**src/rtl/ps2_host_transmitter.sv**
```systemverilog
// Host-to-device PS/2 byte transmitter: inhibits the clock, issues a request-to-send,
// shifts out start/data/parity/stop on device falling edges, then checks the device ack.
module ps2_host_transmitter #(
  parameter int unsigned INHIBIT_CYCLES = 5000,
  parameter int unsigned TIMEOUT_CYCLES = 750000,
  parameter int unsigned SYNC_STAGES    = 2
) (
  input  logic       Clock,
  input  logic       Resetn,
  input  logic       tx_start,
  input  logic [7:0] tx_byte,
  input  logic       ps2_clk_in,
  input  logic       ps2_dat_in,
  output logic       ps2_clk_oe,
  output logic       ps2_dat_oe,
  output logic       tx_busy,
  output logic       tx_done,
  output logic       tx_error
);

  localparam int unsigned InhW = (INHIBIT_CYCLES > 1) ? $clog2(INHIBIT_CYCLES) : 1;
  localparam int unsigned ToW  = ($clog2(TIMEOUT_CYCLES + 1) > 24) ?
                                 $clog2(TIMEOUT_CYCLES + 1) : 24;
  localparam logic [InhW-1:0] InhLast = InhW'(INHIBIT_CYCLES - 1);
  localparam logic [ToW-1:0]  ToLast  = ToW'(TIMEOUT_CYCLES - 1);

  typedef enum logic [2:0] {
    StIdle,
    StInhibit,
    StReqStart,
    StReq,
    StData,
    StAck,
    StLineIdle
  } stateT;

  stateT stateQ, stateD;

  logic [SYNC_STAGES-1:0] clkSyncQ, datSyncQ;
  logic                   clkPrevQ;
  logic                   clkSync, datSync, fallEdge;

  logic [7:0]      byteQ, byteD;
  logic [InhW-1:0] inhCntQ, inhCntD;
  logic [ToW-1:0]  toCntQ, toCntD, toCntInc;
  logic [3:0]      bitCntQ, bitCntD, bitNext;
  logic [15:0]     frame;
  logic            timedState;

  logic clkOeQ, clkOeD;
  logic datOeQ, datOeD;
  logic busyQ, busyD;
  logic doneQ, doneD;
  logic errorQ, errorD;

  assign clkSync  = clkSyncQ[SYNC_STAGES-1];
  assign datSync  = datSyncQ[SYNC_STAGES-1];
  assign fallEdge = clkPrevQ & ~clkSync;

  // Upper bits padded so any 4-bit bit index stays in range.
  assign frame = {5'b0, 1'b1, ~^byteQ, byteQ, 1'b0};

  assign toCntInc   = (toCntQ == '1) ? toCntQ : toCntQ + 1'b1;
  assign bitNext    = (bitCntQ == 4'hF) ? bitCntQ : bitCntQ + 4'd1;
  assign timedState = (stateQ == StReq) || (stateQ == StData) ||
                      (stateQ == StAck) || (stateQ == StLineIdle);

  always_comb begin
    stateD  = stateQ;
    byteD   = byteQ;
    inhCntD = inhCntQ;
    toCntD  = toCntQ;
    bitCntD = bitCntQ;
    clkOeD  = clkOeQ;
    datOeD  = datOeQ;
    busyD   = busyQ;
    doneD   = 1'b0;
    errorD  = 1'b0;

    unique case (stateQ)
      StIdle: begin
        busyD  = 1'b0;
        clkOeD = 1'b0;
        datOeD = 1'b0;
        // busyQ still high here means this is the done/error cycle: ignore a start.
        if (tx_start && !busyQ) begin
          byteD   = tx_byte;
          busyD   = 1'b1;
          clkOeD  = 1'b1;
          inhCntD = '0;
          stateD  = StInhibit;
        end
      end
      StInhibit: begin
        if (inhCntQ == InhLast) begin
          datOeD = 1'b1;
          stateD = StReqStart;
        end else begin
          inhCntD = inhCntQ + 1'b1;
        end
      end
      StReqStart: begin
        clkOeD  = 1'b0;
        toCntD  = '0;
        bitCntD = '0;
        stateD  = StReq;
      end
      StReq, StData: begin
        if (fallEdge) begin
          bitCntD = bitNext;
          datOeD  = ~frame[bitNext];
          stateD  = (bitNext == 4'd10) ? StAck : StData;
        end
      end
      StAck: begin
        if (fallEdge) begin
          if (datSync) begin
            errorD = 1'b1;
            clkOeD = 1'b0;
            datOeD = 1'b0;
            stateD = StIdle;
          end else begin
            stateD = StLineIdle;
          end
        end
      end
      StLineIdle: begin
        if (clkSync && datSync) begin
          doneD  = 1'b1;
          stateD = StIdle;
        end
      end
      default: begin
        clkOeD = 1'b0;
        datOeD = 1'b0;
        stateD = StIdle;
      end
    endcase

    // Timeout overrides everything else in the same cycle, including a NACK or done.
    if (timedState) begin
      toCntD = toCntInc;
      if (toCntQ == ToLast) begin
        doneD  = 1'b0;
        errorD = 1'b1;
        clkOeD = 1'b0;
        datOeD = 1'b0;
        stateD = StIdle;
      end
    end
  end

  always_ff @(posedge Clock or negedge Resetn) begin
    if (!Resetn) begin
      clkSyncQ <= '1;
      datSyncQ <= '1;
      clkPrevQ <= 1'b1;
      stateQ   <= StIdle;
      byteQ    <= '0;
      inhCntQ  <= '0;
      toCntQ   <= '0;
      bitCntQ  <= '0;
      clkOeQ   <= 1'b0;
      datOeQ   <= 1'b0;
      busyQ    <= 1'b0;
      doneQ    <= 1'b0;
      errorQ   <= 1'b0;
    end else begin
      clkSyncQ <= {clkSyncQ[SYNC_STAGES-2:0], ps2_clk_in};
      datSyncQ <= {datSyncQ[SYNC_STAGES-2:0], ps2_dat_in};
      clkPrevQ <= clkSync;
      stateQ   <= stateD;
      byteQ    <= byteD;
      inhCntQ  <= inhCntD;
      toCntQ   <= toCntD;
      bitCntQ  <= bitCntD;
      clkOeQ   <= clkOeD;
      datOeQ   <= datOeD;
      busyQ    <= busyD;
      doneQ    <= doneD;
      errorQ   <= errorD;
    end
  end

  assign ps2_clk_oe = clkOeQ;
  assign ps2_dat_oe = datOeQ;
  assign tx_busy    = busyQ;
  assign tx_done    = doneQ;
  assign tx_error   = errorQ;

endmodule

```
**config.mk**
```make
export PLATFORM = sky130hd
export DESIGN_NAME = ps2_host_transmitter
export DESIGN_NICKNAME = d
export VERILOG_FILES = /design/src/rtl/ps2_host_transmitter.sv
export SDC_FILE = /design/constraint.sdc
export NUM_CORES = 1
export LEC_CHECK = 0
export ABC_CLOCK_PERIOD_IN_PS = 4950
export CAP_MARGIN = 20
export CORE_MARGIN = 4
export CORE_UTILIZATION = 55
export DETAILED_ROUTE_END_ITERATION = 10
export PLACE_DENSITY = 0.74
export SKIP_CTS_REPAIR_TIMING = 1
export SLEW_MARGIN = 10
export SYNTH_ARGS = -nofsm -noshare
export SYNTH_HDL_FRONTEND = slang
export SYNTH_SLANG_ARGS = --single-unit
```
**constraint.sdc**
```tcl
create_clock -name Clock -period 4.95 [get_ports Clock]
set_clock_uncertainty 0.15 [all_clocks]
set_input_delay 0.495 -clock Clock [delete_from_list [all_inputs] [get_ports Clock]]
set_output_delay 0.495 -clock Clock [all_outputs]
set_load 0.05 [all_outputs]
```
==> key figures <==
Synth
  • Mapped Nets: slightly above 400
  • Post-synth EDFFs: 0
  • FFs w/ async S/R, synth: 1.00
  • Synthesized instance count: 394
  • Synth Flop Type: dfrtp_1
  • Avg Synthesized Cell Area: just over 9 um2
  • Syn Std Cell Area: 0.00359 mm2
  • Synth cell types: 57
  • Seq/Total Area, Yosys: 0.434
  • Number of synthesized register bits: 62
  • Yosys warns: 0

Final layout
  • Area added between synthesis and finish: 10.9%
  • Ant. Diodes: 0
  • Share of cells above drive strength 1: 0.105
  • Nets: about 420

Detailed routing
  • Total number of vias: between 2000 and 3000
  • Routed Antenna Nets: 0
  • Wirelength per Cell: 14.4 um
  • Detailed-route wire length: roughly 7 mm
  • Initial DRC count: 187
  • Pre-antenna DRT Iters: 4
  • DRC Markers: 0
  • Drt via density: 5.80

Floorplanning
  • Chip height: 88.8 um
  • Initial Util: 0.565
  • Boundary pin count: 18
  • Rows: 29
  • Die area: 0.00788 mm2
  • Core area: 0.00635 mm2
  • Die Wd: 88.8 um

Worst setup path
  • R2R depth: 6
  • Worst path max stage delay: 880 ps
  • CP max stage cell: dfrtp_1
  • CP max FO: 26
  • CP Capture Type: register
  • WS Path Type: reg2reg
  • Worst EP required: between 5000 and 6000 ps
  • CP Launch Type: register
  • Worst flop-to-flop path startpoint: stateQ[2]$_DFF_PN0_
  • R2R setup slack: 2260 ps
  • Cell Chain, Critical Path: o21ai_0 > a311oi_2 > nand4_2 > nor3b_1 > xnor2_1 > nor2_1
  • CP Data Arrival Time: 2760 ps
  • Reg-to-reg endpoint: toCntQ[21]$_DFFE_PN0P_

Timing
  • Fmax achieved: roughly 370 MHz
  • Setup TNS: 0 ps
  • RSZ-0062 raised after global routing: no
  • Worst Max-Slew Pin Slew: slightly above 800 ps
  • Period utilisation layout: 0.543
  • Final Critical Period: ~2700 ps
  • Final hold violations: 0
  • Final Max Tran Viols: 0
  • Slack of the critical path: ~2300 ps
  • Setup violators final: 0
  • Slew margin rel.: 0.458

CTS
  • TritonCTS clock tree: built
  • Clock root buffer: clkbuf_8
  • CTS clk-pin slew, worst paths: 80 ps
  • Sink Count: 62
  • Worst-Skew Late Latency: 330 ps
  • Clock Tree Buf Depth: 2
  • Cts bufs inserted: 9
  • Htree depth: 3

Worst hold path
  • Worst hold path type: in2async

GRT
  • Largest net degree at the start of global routing: 63
  • Total track usage: 0.194
  • Total congestion overflow: 0
  • Number of global-route vias before repair: 2560
  • First-pass GRT wire length: approximately 12 mm
  • Initial antenna violation count: 0

Power and ir drop
  • Pwr per Cell Area: 278 mW/mm2
  • Leakage: 1.64 nW
  • Peak supply drop: ~250 uV

Job
  • # Max-Cap Violations: 0

Placed design
  • IO Port Bufs: 17
  • DP Wirelength: around 4.8 mm
  • Placement Setup Slack: 2280 ps
  • GP Congestion: between 0.8 and 0.9

Status
  • Status: complete, no violations
## sequential cells by signal (all words and copies together) (netlist names)
signal      cells
bitCntQ         4
byteQ           8
clkPrevQ        1
clkSyncQ        2
datSyncQ        2
inhCntQ        13
ps2_clk_oe      1
ps2_dat_oe      1
stateQ          3
toCntQ         24
tx_busy         1
tx_done         1
tx_error        1
## cell families after synthesis
logic type	after synthesis	synth area share
and+or+nand+nor	186	0.276
xor gates and xnor gates	39	0.0952
adders and majority gates	3	0.0105
DFF	62	0.434
buffers and inverters	26	0.0321
muxes	5	0.0143
AOI/OAI and AO/OA	73	0.137
## layer usage
layer	GRT usage	part of all wire	up-vias
met2	0.278	0.46	52
met4	0.0742	0.0078	0
met3	0.0438	0.034	6
met1	0.283	0.50	1333
met5	0	0	-
li1	-	-	1433
## final cells by class
type / instances / area (um2)
inverters: 6 / 22.5
clock buffers: 9 / 124
clock inverters: 7 / 73.8
multi-input cells: 306 / 1920
fillers: 512 / 2370
well taps: 77 / 96.3
flip-flops and latches: 62 / 1560
repair buffers: 20 / 191
## worst max path at each step
stage | slack [ps] | cells past startpoint | start | end
detailed placement | 2280 | 4 | stateQ[2]$_DFF_PN0_ | byteQ[1]$_DFFE_PN0P_
global route | 2070 | 6 | stateQ[2]$_DFF_PN0_ | toCntQ[21]$_DFFE_PN0P_
global placement | 2400 | 6 | stateQ[2]$_DFF_PN0_ | toCntQ[15]$_DFFE_PN0P_
finish | 2260 | 6 | stateQ[2]$_DFF_PN0_ | toCntQ[21]$_DFFE_PN0P_
floorplan | 2880 | 8 | bitCntQ[0]$_DFFE_PN0P_ | ps2_dat_oe$_DFF_PN0_
CTS | 2310 | 6 | stateQ[2]$_DFF_PN0_ | toCntQ[15]$_DFFE_PN0P_
## cell usage in the layout (no fill, tap or decap), types with 9 or more instances in the layout
master           netlist  layout
nand3_1               23      23
o22ai_1                9       9
clkbuf_8               0       9
clkdlybuf4s50_1        0      16
o21ai_0               19      19
xor2_1                18      18
nand2_1               47      47
nand4_1               10      10
xnor2_1               21      21
dfrtp_1               57      57
a21oi_1               18      18
nor2_1                45      45
and3_1                10      10
## worst max-delay path: cells and delay by family (launching register included)
family          cells  cell delay (ps)
compound gates      2              750
simple gates        3              640
flops               1              880
xor+xnor            1              150
## through the flow
step                       util  hold WS (ps)  cells  total power, mW  cell area (um2)
final                     0.627           158    487             1.11             3980
after global routing      0.627           210    487             1.16             3980
after floorplan               -          49.4    394            0.636             3590
after detailed placement  0.594           199    470            0.674             3770
after global placement    0.594           197    470            0.671             3770
after CTS                 0.625           180    486             1.12             3970
## cells in the mapped netlist, drive strengths merged (5+ instances only)
cell / n / area share
dfrtp: 57 / 0.40
nand2: 47 / 0.049
nor2: 45 / 0.047
nand3: 23 / 0.032
xnor2: 21 / 0.051
a21oi: 19 / 0.028
o21ai: 19 / 0.026
xor2: 18 / 0.044
nand4: 12 / 0.024
and3: 10 / 0.017
buf: 10 / 0.015
clkbuf: 10 / 0.010
nor3: 10 / 0.017
o22ai: 9 / 0.016
and4: 6 / 0.015
inv: 6 / 0.0063
or3: 6 / 0.010
a31oi: 5 / 0.0087
dfstp: 5 / 0.037
nor3b: 5 / 0.013
nor4b: 5 / 0.014
## power by group
part	total (mW)	internal (mW)	leakage [nW]	switching [mW]
clock network	0.444	0.233	0.0879	0.211
registers	0.575	0.537	0.811	0.0379
logic	0.0895	0.0431	0.745	0.0464
total	1.11	0.813	1.64	0.295
No activity file was read; power rests on OpenSTA's default activity.
